**config.mk**
```make
export PLATFORM = sky130hd
export DESIGN_NAME = shift_sequencer
export DESIGN_NICKNAME = d
export VERILOG_FILES = /design/src/rtl/shift_sequencer.sv
export SDC_FILE = /design/constraint.sdc
export NUM_CORES = 1
export LEC_CHECK = 0
export BUFFER_PORTS_ARGS = -buffer_cell sky130_fd_sc_hd__buf_2
export CORE_MARGIN = 2
export CORE_UTILIZATION = 37
export DETAILED_ROUTE_END_ITERATION = 7
export PLACE_DENSITY = 0.7
export SYNTH_ARGS = -nofsm -noshare
export SYNTH_HDL_FRONTEND = slang
export SYNTH_SLANG_ARGS = --single-unit
```
**constraint.sdc**
```tcl
create_clock -name clk -period 1.8 [get_ports clk]
set_input_delay 0.27 -clock clk [delete_from_list [all_inputs] [get_ports clk]]
set_output_delay 0.27 -clock clk [all_outputs]
set_load 0.03 [all_outputs]
```
**src/rtl/shift_sequencer.sv**
```systemverilog
// Iterated single-bit shifter: accepts one request, shifts one bit per clock,
// and returns the result with carry/zero flags over a valid/ready handshake.
module shift_sequencer #(
  parameter int WIDTH = 8,
  parameter int CNT_W = 4
) (
  input  logic             clk,
  input  logic             rst,
  input  logic             in_valid,
  output logic             in_ready,
  input  logic [1:0]       op,
  input  logic [WIDTH-1:0] a,
  input  logic [7:0]       b,
  output logic             out_valid,
  input  logic             out_ready,
  output logic [WIDTH-1:0] r,
  output logic             c,
  output logic             z,
  output logic             busy
);

  typedef enum logic [1:0] {
    S_IDLE  = 2'd0,
    S_SHIFT = 2'd1,
    S_DONE  = 2'd2
  } state_t;

  localparam logic [1:0]       OP_SRA  = 2'd0;
  localparam logic [1:0]       OP_SRL  = 2'd1;
  localparam logic [1:0]       OP_SLL  = 2'd2;
  localparam logic [7:0]       WIDTH_B = 8'(WIDTH);
  localparam logic [CNT_W-1:0] WIDTH_C = CNT_W'(WIDTH);
  localparam logic [CNT_W-1:0] ONE_C   = CNT_W'(1);

  state_t           state_q, state_d;
  logic [WIDTH-1:0] r_q, r_d;
  logic             c_q, c_d;
  logic             z_q, z_d;
  logic [1:0]       op_q, op_d;
  logic [CNT_W-1:0] cnt_q, cnt_d;

  logic [CNT_W-1:0] n_eff;
  logic [CNT_W-1:0] n_ror;
  logic [WIDTH-1:0] step_r;
  logic             step_c;

  // Rotates wrap modulo WIDTH; the plain shifts saturate at WIDTH.
  always_comb begin
    n_ror = CNT_W'(b % WIDTH_B);
    n_eff = '0;
    if (op == 2'd3) begin
      n_eff = n_ror;
    end else if (b >= WIDTH_B) begin
      n_eff = WIDTH_C;
    end else begin
      n_eff = CNT_W'(b);
    end
  end

  always_comb begin
    step_r = r_q;
    step_c = c_q;
    case (op_q)
      OP_SRA: begin
        step_r = {r_q[WIDTH-1], r_q[WIDTH-1:1]};
        step_c = r_q[0];
      end
      OP_SRL: begin
        step_r = {1'b0, r_q[WIDTH-1:1]};
        step_c = r_q[0];
      end
      OP_SLL: begin
        step_r = {r_q[WIDTH-2:0], 1'b0};
        step_c = r_q[WIDTH-1];
      end
      default: begin
        step_r = {r_q[0], r_q[WIDTH-1:1]};
        step_c = r_q[0];
      end
    endcase
  end

  always_comb begin
    state_d   = state_q;
    r_d       = r_q;
    c_d       = c_q;
    z_d       = z_q;
    op_d      = op_q;
    cnt_d     = cnt_q;
    in_ready  = 1'b0;
    out_valid = 1'b0;
    busy      = 1'b1;
    case (state_q)
      S_IDLE: begin
        in_ready = 1'b1;
        busy     = 1'b0;
        if (in_valid) begin
          r_d     = a;
          c_d     = 1'b0;
          z_d     = (a == '0);
          op_d    = op;
          cnt_d   = n_eff;
          state_d = (n_eff != '0) ? S_SHIFT : S_DONE;
        end
      end
      S_SHIFT: begin
        r_d   = step_r;
        c_d   = step_c;
        z_d   = (step_r == '0);
        cnt_d = cnt_q - ONE_C;
        if (cnt_q == ONE_C) begin
          state_d = S_DONE;
        end
      end
      S_DONE: begin
        out_valid = 1'b1;
        if (out_ready) begin
          state_d = S_IDLE;
        end
      end
      default: begin
        state_d = S_IDLE;
      end
    endcase
  end

  always_ff @(posedge clk) begin
    if (rst) begin
      state_q <= S_IDLE;
      r_q     <= '0;
      c_q     <= 1'b0;
      z_q     <= 1'b0;
      op_q    <= 2'd0;
      cnt_q   <= '0;
    end else begin
      state_q <= state_d;
      r_q     <= r_d;
      c_q     <= c_d;
      z_q     <= z_d;
      op_q    <= op_d;
      cnt_q   <= cnt_d;
    end
  end

  assign r = r_q;
  assign c = c_q;
  assign z = z_q;

endmodule
```
======== Word level (Yosys, flattened, before mapping) ========
Cells that the tools add are included.
word-level totals
  register bits ........................... 18
  bits of input ports ..................... 22
  output and inout port bits .............. 13
  word-level logic and storage cells ...... 46
operators by class
  $add $sub $neg .......................... 1
  order comparisons ....................... 1
  eq/ne operators ......................... 9
  muxes and demuxes ....................... 20
  reductions and logical operators ........ 9
operators with widths
  cell                                                                count
  one-hot mux 8 bit (3 select lines)                                  1
  zero test 8 bit                                                     2
  one-hot mux 8 bit (2 select lines)                                  1
  2-to-1 mux 4 bit                                                    3
  greater-or-equal comparator 8 x 4 -> 1 bit (second input constant)  1
  2-to-1 mux 2 bit                                                    4
  2-to-1 mux 8 bit                                                    1
  one-hot mux 4 bit (2 select lines)                                  1
  equality test 2 bit (second input constant)                         3
  2-to-1 mux 1 bit                                                    6
  != test 2 bit (second input constant)                               3
  one-hot mux 2 bit (3 select lines)                                  1
  equality test 2 x 1 -> 1 bit (second input constant)                2
  equality test 4 x 1 -> 1 bit (second input constant)                1
  zero test 2 bit                                                     2
  one-hot mux 1 bit (2 select lines)                                  2
  AND reduction 2 bit                                                 2
  nonzero test 4 bit                                                  1
  subtractor 4 x 1 -> 4 bit (second input constant)                   1
  AND reduction 3 bit                                                 1
  nonzero test 2 bit                                                  1

======== Longest topological paths before layout ========
Gate-level depths: netlist (run 1).
  word-level depth ........................ 7
  depth in mapped cells ................... 5
  mapped depth without buffers ............ 5

======== Worst setup path before layout (run 1) ========
OpenSTA, ideal clock, no wires.
  kind .................................... flip-flop to output port
  from .................................... register state_q[0]
  to ...................................... output busy
  data arrival time ....................... 1.362 ns
  required time ........................... 1.530 ns
  setup slack ............................. 0.168 ns
  cell stages (with the launch flop) ...... 4
  buffers on the path ..................... 1
  cells stage by stage .................... dfxtp_1 > buf_2 > nor2_1 > inv_1
between the ends
  longest elaborated chain between the ends .. 2
ends and longest elaborated chain
  item                    RTL line  text
  from (decl)             35        state_t state_q, state_d;
  from (signal assigned)  136       state_q <= state_d;
  zero test 2 bit         93        case (state_q)
  2-to-1 mux 1 bit        93
  to (decl)               19        output logic busy
Every way passes these cells.

======== Final worst setup path (run 1) ========
  from .................................... register op_q[0]
  to ...................................... register r_q[6] (netlist: r[6])
between the ends
  longest elaborated chain between the ends .. 3
  elaborated cells between the ends (all ways) .. 5
  those cells by class .................... eq/ne: 2; mux: 2; reduce/logical: 1
ends and longest elaborated chain
  item                                               RTL line  text
  from (decl)                                        39        logic [1:0] op_q, op_d;
  from (signal assigned)                             140       op_q <= op_d;
  equality test 2 bit, or another cell as far along  63        case (op_q)
  one-hot mux 8 bit (3 select lines) (*)             63
  one-hot mux 8 bit (2 select lines) (*)             93
  to (signal assigned)                               137       r_q <= r_d;
  to (decl)                                          36        logic [WIDTH-1:0] r_q, r_d;
Every way passes the cells marked *; elsewhere a longest branch is shown, timed or not.
A chain may end at the register's enable or synchronous reset.

==> metrics, run 1 <==
maximum vdd drop 502 uV; Worst-Margin Slew 0.449 ns; Final #Nets 187; Clock Sinks 18; Post-synth EDFFs 0; WHS Path Cells 3; vias in the first global route 1007; design area 0.00129 mm2; relative slew slack 0.701; GPL Wtd Cong 0.788; Worst-path clk slew 0.11 ns; CP startpoint op_q[0]; die span in x 57.6 um; MaxCap Viol Count 0; Syn Nets 151; Resize count post-CTS 0; TritonCTS clock tree yes; leading cell type in the layout, fill and taps excluded buf_2; largest net degree at the start of global routing 20; WL per Instance 13.4 um; port bufs 34; P&R area growth vs syn 21.7%; global-route wire length before repair 4.48 mm; clock tree buffer depth 2; path depth of the worst reg2reg path 4; reg2reg end r[6]; Syn Area/Cell 8.36 um2; most frequent cells in the layout 34 x buf_2, 18 x dfxtp_1, 16 x a21oi_1, 13 x nand2_1, 9 x nor2_1; Via Count 1080; Clock Skews 0.00438 ns; period utilization 0.859; H-Tree Depth 1; Final HPWL DP 1.95 mm; startpoint types flip-flop; starting density of the core 0.389; max frequency 647 MHz; Seq/Total Area, Yosys 0.339; RSZ-0062 raised after global routing false; initial antenna violation count 0; Async SR Flop Fraction 0; Placed Area 0.00127 mm2; Synth Instances 127; GR Overflow Total 0; vias per cell 5.63; critical path class flip-flop to flip-flop; die height 57.6 um; Worst Path Required 1.98 ns; worst min-delay path category input pin to flip-flop; DRC Markers 0; Root Buffer clkbuf_4; Final Hold Fails 0; Synth warnings 0; Setup WS post-layout 0.254 ns; GRT Util Overall 0.171; Pleak 0.000568 uW; Crit Path Max Fanout 10; r2r setup slk 0.25 ns; worst slack, placed 0.266 ns; crit path DAT 1.72 ns; share of cells above drive strength 1 0.354; routed wire length 2.58 mm; initial DRC count 34; CP endpoint kind flip-flop; Post-DRT Antenna Nets 0; Post CTS Setup Buffer Count 0; pins over their slew limit 0; diodes inserted 0; final core occ 0.473; number of setup violations in the final report 0; Die Area 0.00332 mm2; Final min period 1.55 ns; Worst Setup EP r[6]; Filler cells 261; Setup TNS 0 ns; first drt pass iteration count 4; post-synthesis cell area 0.00106 mm2; row count 19; io pins 35; Clock Latency Late Sink 0.29 ns; post-synthesis register bit count 18; reg2reg start op_q[0]; pwr dens 898 mW/mm2; status complete, no violations; cts bufs inserted 3; hold-fix buffers at CTS 0; Placeable Area 0.00273 mm2; Power Total 1160 uW; Yosys cell types 38; ys flop type dfxtp_1
==> cells by family after synthesis <==
kind of cell	after synthesis	synth area share
adders and majority gates	2	0.0236
DFF	18	0.339
buffers and inverters	12	0.0471
AOI/OAI and AO/OA	40	0.280
and+or+nand+nor	47	0.227
muxes	8	0.0824
==> critical path: stages, from the launching register on <==
cell      delay (ns)
dfxtp_1         0.38
nand2b_1        0.40
mux2_2          0.39
o221ai_1        0.16
a21oi_1         0.10
==> synthesized netlist by cell type (4+ instances only) <==
master    instances  share of area
a21oi_1          16          0.075
inv_1             5          0.018
mux2_2            6          0.064
buf_2             4          0.019
dfxtp_1          18           0.34
o221ai_1          6          0.049
nor2_1            9          0.032
nand3_1           5          0.024
nand2_1          13          0.046
==> worst min-delay path by stage <==
| stage | startpoint | slack, ns | end |
|---|---|---|---|
| 5_1_grt | op[0] | 0.22 | op_q[0] |
| 4_1_cts | op[1] | 0.22 | op_q[1] |
| 3_5_place_dp | op_q[0] | 0.49 | op_q[0] |
| 2_1_floorplan | b[1] | 0.42 | cnt_q[1] |
| 3_3_place_gp | op_q[0] | 0.48 | op_q[0] |
| 6_report | op[1] | 0.23 | op_q[1] |
==> layout make-up <==
| cell class | count | area (um2) | share of cell area |
|---|---|---|---|
| inverter | 5 | 18.8 | 0.0145 |
| tap | 31 | 38.8 | 0.0300 |
| timing repair buffer | 38 | 200 | 0.155 |
| clock buffer | 3 | 22.5 | 0.0174 |
| multi-input combinational | 97 | 652 | 0.504 |
| sequential | 18 | 360 | 0.279 |
==> per-stage QoR <==
step | std cells | hold slack [ns]
2_1_floorplan | 127 | 0.416
3_3_place_gp | 189 | 0.481
3_5_place_dp | 189 | 0.491
4_1_cts | 192 | 0.224
5_1_grt | 192 | 0.216
6_report | 192 | 0.231
==> state kept, by name, summed over array words and instances, names as in the netlist <==
register and cells:
cnt_q 4, r 8, state_q 2, op_q 2, c 1, z 1
==> metal layers <==
layer / routed length [um] / vias up / global-route usage
met5: 0 / - / 0
met4: 21 / 0 / 0.0698
met3: 88 / 2 / 0.0272
met2: 1240 / 27 / 0.276
met1: 1230 / 508 / 0.228
li1: - / 543 / -
==> where the power goes <==
| part | internal (uW) | switching [uW] |
|---|---|---|
| clock | 77.8 | 127 |
| sequential | 449 | 61.8 |
| combinational | 180 | 264 |
| total | 708 | 453 |
(Power assumes the default switching activity.)
==> run 2, diff against run 1 <==
==> config.mk (replaced) <==
export PLATFORM = sky130hd
export DESIGN_NAME = shift_sequencer
export DESIGN_NICKNAME = d
export VERILOG_FILES = /design/src/rtl/shift_sequencer.sv
export SDC_FILE = /design/constraint.sdc
export NUM_CORES = 1
export LEC_CHECK = 0
export BUFFER_PORTS_ARGS = -buffer_cell sky130_fd_sc_hd__clkbuf_2
export CORE_MARGIN = 2
export CORE_UTILIZATION = 37
export DETAILED_ROUTE_END_ITERATION = 7
export SYNTH_ARGS = -nofsm -noshare
export SYNTH_HDL_FRONTEND = slang
export SYNTH_SLANG_ARGS = --single-unit
==> run 2 against run 1 <==
  * Clock-buffer cell count stayed put
  * Register-to-register slack worse by 0.06 ns
  * Non-clock buffer count is 1 lower
  * Clock skew is 0.017 ns higher
  * Global-route usage is 0.094 points higher
  * Power is 0.78% higher
  * Sequential power hardly changed
  * Via count is 0.19% higher
  * Core utilization is 0.27 points lower
  * Die area stayed put
  * Fmax is 3.5% lower
  * Wire length is 8.0% higher
  * Critical endpoint is now r[2]
  * Highest routed layer unchanged
==> metrics, run 2 (synthesis gave the netlist of run 1 again) <==
status complete, no violations (unchanged); P&R area growth vs syn 21.0% (was 21.7%); Clock Sinks 18 (unchanged); critical path class flip-flop to flip-flop (unchanged); initial DRC count 39 (was 34); number of setup violations in the final report 0 (unchanged); switch share 0.399 (was 0.390); Filler cells 274 (was 261); Setup TNS 0 ns (unchanged); WHS Endpoint op_q[0] (was op_q[1]); reg2reg end r[2] (was r[6]); min-delay src op[0] (was op[1]); worst min-delay path category input pin to flip-flop (unchanged); GPL Wtd Cong 0.772 (was 0.788); Worst Path Required 1.95 ns (was 1.98 ns); Final Hold Fails 0 (unchanged); Resize count post-CTS 0 (unchanged); reg2reg start op_q[0] (unchanged); max FFs per register 8 (unchanged); CP startpoint op_q[0] (unchanged); pins over their slew limit 0 (unchanged); P_int 703 uW (was 708 uW); cts bufs inserted 3 (unchanged); Reg power frac 0.436 (was 0.441); leading cell type in the layout, fill and taps excluded clkbuf_2 (was buf_2); Post-DRT Antenna Nets 0 (unchanged); period utilization 0.890 (was 0.859); port bufs 34 (unchanged); TritonCTS clock tree yes (unchanged); crit path DAT 1.75 ns (was 1.72 ns); row count 19 (unchanged); largest net degree at the start of global routing 20 (unchanged); vias per cell 5.66 (was 5.63); Final HPWL DP 2.02 mm (was 1.95 mm); CP endpoint kind flip-flop (unchanged); Clock Skews 0.0216 ns (was 0.00438 ns); routed wire length 2.79 mm (was 2.58 mm); GRT Util Overall 0.172 (was 0.171); first drt pass iteration count 4 (unchanged); startpoint types flip-flop (unchanged); Worst-Margin Slew 0.546 ns (was 0.449 ns); final hold slack 0.212 ns (was 0.231 ns); pwr dens 910 mW/mm2 (was 898 mW/mm2); Net Switching 466 uW (was 453 uW); die span in x 57.6 um (unchanged); most frequent cells in the layout 34 x clkbuf_2, 18 x dfxtp_1, 16 x a21oi_1, 13 x nand2_1, 9 x nor2_1 (was 34 x buf_2, 18 x dfxtp_1, 16 x a21oi_1, 13 x nand2_1, 9 x nor2_1); DRC Markers 0 (unchanged); io pins 35 (unchanged); Die Area 0.00332 mm2 (unchanged); max frequency 624 MHz (was 647 MHz); Final #Nets 186 (was 187); maximum vdd drop 558 uV (was 502 uV); WL per Instance 14.6 um (was 13.4 um); relative slew slack 0.636 (was 0.701); path depth of the worst reg2reg path 4 (unchanged); Gate power share 0.384 (was 0.383); hold-fix buffers at CTS 0 (unchanged); Clk pwr share 0.181 (was 0.176); r2r setup slk 0.20 ns (was 0.25 ns); Clock Latency Late Sink 0.30 ns (was 0.29 ns); Root Buffer clkbuf_4 (unchanged); WHS Path Cells 3 (unchanged); diodes inserted 0 (unchanged); Placeable Area 0.00273 mm2 (unchanged); die height 57.6 um (unchanged); Via Count 1082 (was 1080); GR Overflow Total 0 (unchanged); vias in the first global route 1005 (was 1007); Worst-path clk slew 0.13 ns (was 0.11 ns); Crit Path Max Fanout 10 (unchanged); starting density of the core 0.389 (unchanged); global-route wire length before repair 4.53 mm (was 4.48 mm); Post CTS Setup Buffer Count 0 (unchanged); H-Tree Depth 1 (unchanged); clock tree buffer depth 2 (unchanged); initial antenna violation count 0 (unchanged); share of cells above drive strength 1 0.350 (was 0.354); MaxCap Viol Count 0 (unchanged); Pleak 0.000561 uW (was 0.000568 uW); Final min period 1.60 ns (was 1.55 ns); RSZ-0062 raised after global routing false (unchanged)
-- run 2: cell count changes in the layout (fill, tap and decap cells not counted), sizes merged --
cell,change
buf,-35
clkbuf,+34
-- run 2: metrics by stage --
step	util	worst slack, ns	std cells	power (uW)	instance area, um2
2_1_floorplan	-	0.168	127	830	1060
3_3_place_gp	0.462	0.283	188	956	1260
3_5_place_dp	0.462	0.261	188	964	1260
4_1_cts	0.470	0.218	191	1170	1280
5_1_grt	0.470	0.0955	191	1240	1280
6_report	0.470	0.198	191	1170	1280
-- run 2: final cells by class --
| class | instances | area (um2) | area share |
|---|---|---|---|
| Timing Repair Buffer | 37 | 193 | 0.150 |
| Multi-Input combinational cell | 97 | 652 | 0.507 |
| Inverter | 5 | 18.8 | 0.0146 |
| Tap cell | 31 | 38.8 | 0.0302 |
| Clock buffer | 3 | 22.5 | 0.0175 |
| Sequential cell | 18 | 360 | 0.280 |
-- run 2: worst max-delay path by stage --
stage | endpoint | slack [ns] | cells after the start
CTS | r[2] | 0.22 | 4
finish | r[2] | 0.20 | 4
floorplan | busy | 0.17 | 3
detailed placement | r[2] | 0.26 | 4
global placement | cnt_q[0] | 0.28 | 5
global route | r[3] | 0.1 | 4
-- run 2: metal layers --
layer / vias to the layer above / routed length, um / GRT usage
met2: 39 / 1280 / 0.287
met3: 4 / 178 / 0.0204
li1: 545 / - / -
met5: - / 0 / 0
met4: 0 / 32 / 0.0532
met1: 494 / 1290 / 0.232
-- run 2: worst max-delay path, stage by stage (launching register included) --
cell	delay, ns
dfxtp_1	0.40
nand2b_1	0.40
mux2_2	0.39
o221ai_1	0.15
a21oi_1	0.11
-- run 2: power by group through the flow --
stage / logic, uW / clock network [uW] / registers [uW]
3_3_place_gp: 442 / 0 / 514
4_1_cts: 449 / 211 / 508
3_5_place_dp: 446 / 0 / 518
5_1_grt: 495 / 225 / 519
6_report: 448 / 212 / 509
2_1_floorplan: 274 / 0 / 556
